--- config.mk ---
export PLATFORM = sky130hd
export DESIGN_NAME = cache_fill_fsm
export DESIGN_NICKNAME = d
export VERILOG_FILES = /design/src/rtl/cache_fill_fsm.sv
export SDC_FILE = /design/constraint.sdc
export NUM_CORES = 1
export LEC_CHECK = 0
export ABC_AREA = 1
export ABC_CLOCK_PERIOD_IN_PS = 3000
export CAP_MARGIN = 20
export CORE_UTILIZATION = 38
export DETAILED_ROUTE_END_ITERATION = 6
export PLACE_DENSITY = 0.85
export REMOVE_ABC_BUFFERS = 1
export SYNTH_ARGS = -nofsm -noshare
export SYNTH_HDL_FRONTEND = slang
export SYNTH_SLANG_ARGS = --single-unit
--- constraint.sdc ---
create_clock -name clk -period 3 [get_ports clk]
set_input_delay 0.45 -clock clk [delete_from_list [all_inputs] [get_ports clk]]
set_output_delay 0.45 -clock clk [all_outputs]
set_load 0.02 [all_outputs]
--- src/rtl/cache_fill_fsm.sv ---
// Miss-driven cache line fill controller: issues 8 word reads for a 16-byte block,
// writes each returned word into the data array and writes the tag on the last word.
module cache_fill_fsm (
    input  logic        clk,
    input  logic        rst,
    input  logic        miss_detected,
    input  logic [15:0] miss_address,
    input  logic        memory_data_valid,
    input  logic [15:0] memory_data,
    output logic        fsm_busy,
    output logic        mem_read_en,
    output logic [15:0] memory_address,
    output logic        write_data_array,
    output logic [2:0]  fill_word,
    output logic [15:0] fill_data,
    output logic        write_tag_array
);

    typedef enum logic {StIdle, StFill} state_e;

    state_e      state_q, state_d;
    logic [15:0] base_q, base_d;
    logic [3:0]  req_cnt_q, req_cnt_d;
    logic [2:0]  ret_cnt_q, ret_cnt_d;

    always_ff @(posedge clk) begin
        if (rst) begin
            state_q   <= StIdle;
            base_q    <= 16'h0000;
            req_cnt_q <= 4'd0;
            ret_cnt_q <= 3'd0;
        end else begin
            state_q   <= state_d;
            base_q    <= base_d;
            req_cnt_q <= req_cnt_d;
            ret_cnt_q <= ret_cnt_d;
        end
    end

    always_comb begin
        state_d          = state_q;
        base_d           = base_q;
        req_cnt_d        = req_cnt_q;
        ret_cnt_d        = ret_cnt_q;
        fsm_busy         = (state_q == StFill);
        mem_read_en      = 1'b0;
        memory_address   = 16'h0000;
        write_data_array = 1'b0;
        fill_word        = 3'd0;
        fill_data        = 16'h0000;
        write_tag_array  = 1'b0;

        case (state_q)
            StIdle: begin
                if (miss_detected) begin
                    state_d   = StFill;
                    base_d    = {miss_address[15:4], 4'h0};
                    req_cnt_d = 4'd0;
                    ret_cnt_d = 3'd0;
                end
            end
            StFill: begin
                // Requests stream out unconditionally; memory never back-pressures.
                if (req_cnt_q < 4'd8) begin
                    mem_read_en    = 1'b1;
                    memory_address = base_q + {11'b0, req_cnt_q, 1'b0};
                    req_cnt_d      = req_cnt_q + 4'd1;
                end
                if (memory_data_valid) begin
                    write_data_array = 1'b1;
                    fill_word        = ret_cnt_q;
                    fill_data        = memory_data;
                    ret_cnt_d        = ret_cnt_q + 3'd1;
                    // Only the 8th returned word completes the fill.
                    if (ret_cnt_q == 3'd7) begin
                        write_tag_array = 1'b1;
                        state_d         = StIdle;
                    end
                end
            end
            default: state_d = StIdle;
        endcase
    end

endmodule

==> results.py <==
metrics = {
    "worst_setup_path": {
        "r2r_start": "fsm_busy",
        "worst_setup_path_start_kind": "input pin",
        "timing.critical_path.mode_cell": "clkdlybuf4s50_1",
        "required_time_of_the_critical_path_ps": 2550,
        "r2r_cells": 5,
        "peak_per_stage_delay_on_the_critical_path_ps": 650,
        "worstPathCellList": "clkdlybuf4s50_1 > nand2_1 > nor2_1 > clkdlybuf4s50_1",
        "endpoint_kind": "output port",
        "class_of_the_most_critical_setup_path": "input pin to output port",
        "worst-r2r-setup-slack_ps": 1500,
        "crit_arrival_ps": 2190,
        "worst_path_max_delay_cell": "clkdlybuf4s50_1",
        "timing.critical_path.fanout_max": 21,
        "worstReg2RegEnd": "ret_cnt_q[2]",
    },
    "sta": {
        "timing.final.setup_violations": 0,
        "timing.hold.ws_ps": 468.0,
        "rsz_0062_raised_after_global_routing": "no",
        "timing.max_slew.rel_slack_pct": 58.56,
        "worst_slack_ps": 355.8,
        "fmax_ghz": 0.3782,
        "tightest_slew_ps": 620.1,
        "tns_ps": 0,
        "fin_worst_skew_ps": 1.435,
        "finalCriticalPeriod_ps": 2644,
        "layout_worst_path_cycle_share_pct": 88.14,
        "hold_viol_final": 0,
        "slew_viol_final": 0,
    },
    "clock_network": {
        "clock_latency_ps": 290,
        "cts.repair.resized": 0,
        "clock_root_buffer": "clkbuf_4",
        "cts.reportedPaths.clkPinSlew_ps": 110,
        "postCtsSetupRepairBufs": 0,
        "cts_tree": "yes",
        "post_cts_hold_buffer_count": 0,
        "ctsLongestPathBuffers": 2,
        "tritoncts_num_sinks": 20,
        "cts_made_buffers": 3,
        "cts.htree.levels": 1,
    },
    "floorplanning": {
        "fp.dieH_um": 56.01,
        "std_cell_rows": 19,
        "i_o_pin_count": 75,
        "coreArea_sq_um": 2758,
        "die_x_um": 56.01,
        "design.die.area_sq_um": 3137,
        "floorplan.initialDensity_pct": 40.20,
    },
    "drt": {
        "drtIter0Drc": 30,
        "via_per_inst": 4.544,
        "remaining_drc_errors": 0,
        "number_of_nets_still_failing_antenna_checks_after_routing": 0,
        "first_pass_iters": 4,
        "drt_wl_total_um": 2587,
        "dr_total_vias": 1227,
        "routed_wire_length_per_instance_um": 9.581,
    },
    "global_route": {
        "global_route_usage_sum_pct": 17.82,
        "first_global_vias": 1070,
        "globalRoute.totalOverflow": 0,
        "antenna_found_initial": 0,
        "grt_first_pass_wirelength_um": 4540,
        "grt_start_max_net_pins": 27,
    },
    "hold_path": {
        "min_to": "base_q[14]",
        "hold_path_depth": 2,
        "hp-start": "base_q[14]",
        "hold_path_class": "register to register",
    },
    "run_status": {
        "status": "completed",
    },
    "pwr": {
        "leakage_nw": 0.7630,
        "vdd.ir_drop.worst_uv": 380.1,
        "power_density_nw_per_um2": 335.7,
    },
    "yosys": {
        "postSynthAreaPerCell_sq_um": 6.371,
        "ys_ff_latch": 20,
        "yosys_warnings": 0,
        "syn_inst": 174,
        "dominant_cell_type_by_area_after_synthesis": "dfxtp_1",
        "synth.distinct_cells": 20,
        "fraction_of_synthesized_cell_area_taken_by_the_top_area_cell_type_pct": 36.12,
        "synth_sequential_area_ratio_pct": 36.12,
        "cell_types_with_the_largest_area_share_after_synthesis": "dfxtp_1 36%, nor2_1 15%, inv_1 13%",
        "synth.cell_area_sq_um": 1109,
    },
    "final_layout": {
        "flow.area_growth_from_synthesis_pct": 63.54,
        "post-route-cell-area_sq_um": 1813,
        "antennaDiodeCount": 0,
        "fill_cells": 289,
        "multi_input_comb_area_sq_um": 496.7,
        "finish.net_count": 279,
        "fin_util_pct": 65.74,
        "fraction_of_final_layout_cells_with_drive_strength_greater_than_1_pct": 3.766,
        "sequential_cell_area_sq_um": 400.4,
    },
    "placed_design": {
        "post-dp-hpwl_um": 2018,
        "preCtsSetupSlack_ps": 333.6,
        "post_dp_area_sq_um": 1777,
        "place_congestion": 0.7626,
        "numPortBuffers": 69,
    },
    "job": {
        "max_cap_violations": 0,
    },
}
-- area by class of cell --
| type | instances | share of cell area, % |
|---|---|---|
| clock buffers | 4 | 2.001 |
| inverters | 40 | 8.282 |
| multi-input cells | 106 | 27.40 |
| flip-flops and latches | 20 | 22.08 |
| well taps | 31 | 2.139 |
| repair buffers | 69 | 38.10 |
-- stage by stage --
| step | std cells | power (W) |
|---|---|---|
| after floorplan | 166 | 0.0003727 |
| final | 270 | 0.0006085 |
| after global placement | 266 | 0.0004586 |
| after global routing | 270 | 0.0006511 |
| after CTS | 270 | 0.0006145 |
| after detailed placement | 266 | 0.0004609 |
-- layer usage --
layer / part of all wire [%] / GRT usage, %
met5: 0 / 0
met4: 0 / 5.226
met3: 11 / 5.814
met2: 45 / 31.80
met1: 44 / 20.03
-- cells in the final DEF (no fill, tap or decap) --
cell and n:
nand3_2 1, clkbuf_8 1, nor3_1 3, nand3_1 2, a21oi_1 20, a211oi_1 1, nand2_1 13, conb_1 1
ha_1 3, o21ai_0 13, nor2_2 1, inv_2 1, inv_1 39, clkdlybuf4s50_1 69, nand4_1 1, nor2_1 45
dfxtp_1 20, clkbuf_4 3, nand2_2 1, nand2_4 1
-- power by group --
group	total [W]	internal, W	switching [W]
combinational	0.000162	0.0000827	0.0000792
clock	0.000155	0.0000739	0.0000812
sequential	0.000292	0.000282	0.00000971
total	0.000609	0.000438	0.000170
-- cells by family after synthesis --
family	after synthesis	share of synthesized area (%)
buffers and inverters	48	19.07
and+or+nand+nor	68	25.51
other	1	0.3383
AOI/OAI and AO/OA	34	15.58
adders and majority gates	3	3.386
DFF	20	36.12
-- worst max path at each step --
| stage | from | to | slack [ps] | cells past startpoint |
|---|---|---|---|---|
| 4_1_cts | memory_data_valid | fill_word[0] | 330 | 4 |
| 3_3_place_gp | memory_data_valid | fill_word[0] | 360 | 4 |
| 2_1_floorplan | fsm_busy | write_tag_array | 1260 | 2 |
| 5_1_grt | memory_data_valid | fill_word[0] | 170 | 4 |
| 6_report | memory_data_valid | fill_word[0] | 360 | 4 |
| 3_5_place_dp | memory_data_valid | fill_word[0] | 330 | 4 |
-- synthesized netlist by cell type (all sizes together) --
| cell | n |
|---|---|
| nor3 | 3 |
| nand2 | 15 |
| a21oi | 20 |
| nand3 | 3 |
| nor2 | 46 |
| ha | 3 |
| a211oi | 1 |
| o21ai | 13 |
| conb | 1 |
| dfxtp | 20 |
| inv | 40 |
| buf | 8 |
| nand4 | 1 |
-- critical path, delay by kind of cell --
kind | cells | cell delay (ps)
buffers and inverters | 2 | 1100
AND/OR/NAND/NOR | 2 | 630
-- sequential cells by signal, indices dropped and copies added (netlist names) --
register   cells
base_q        12
req_cnt_q      4
ret_cnt_q      3
fsm_busy       1
No activity file was read; power rests on OpenSTA's default activity.
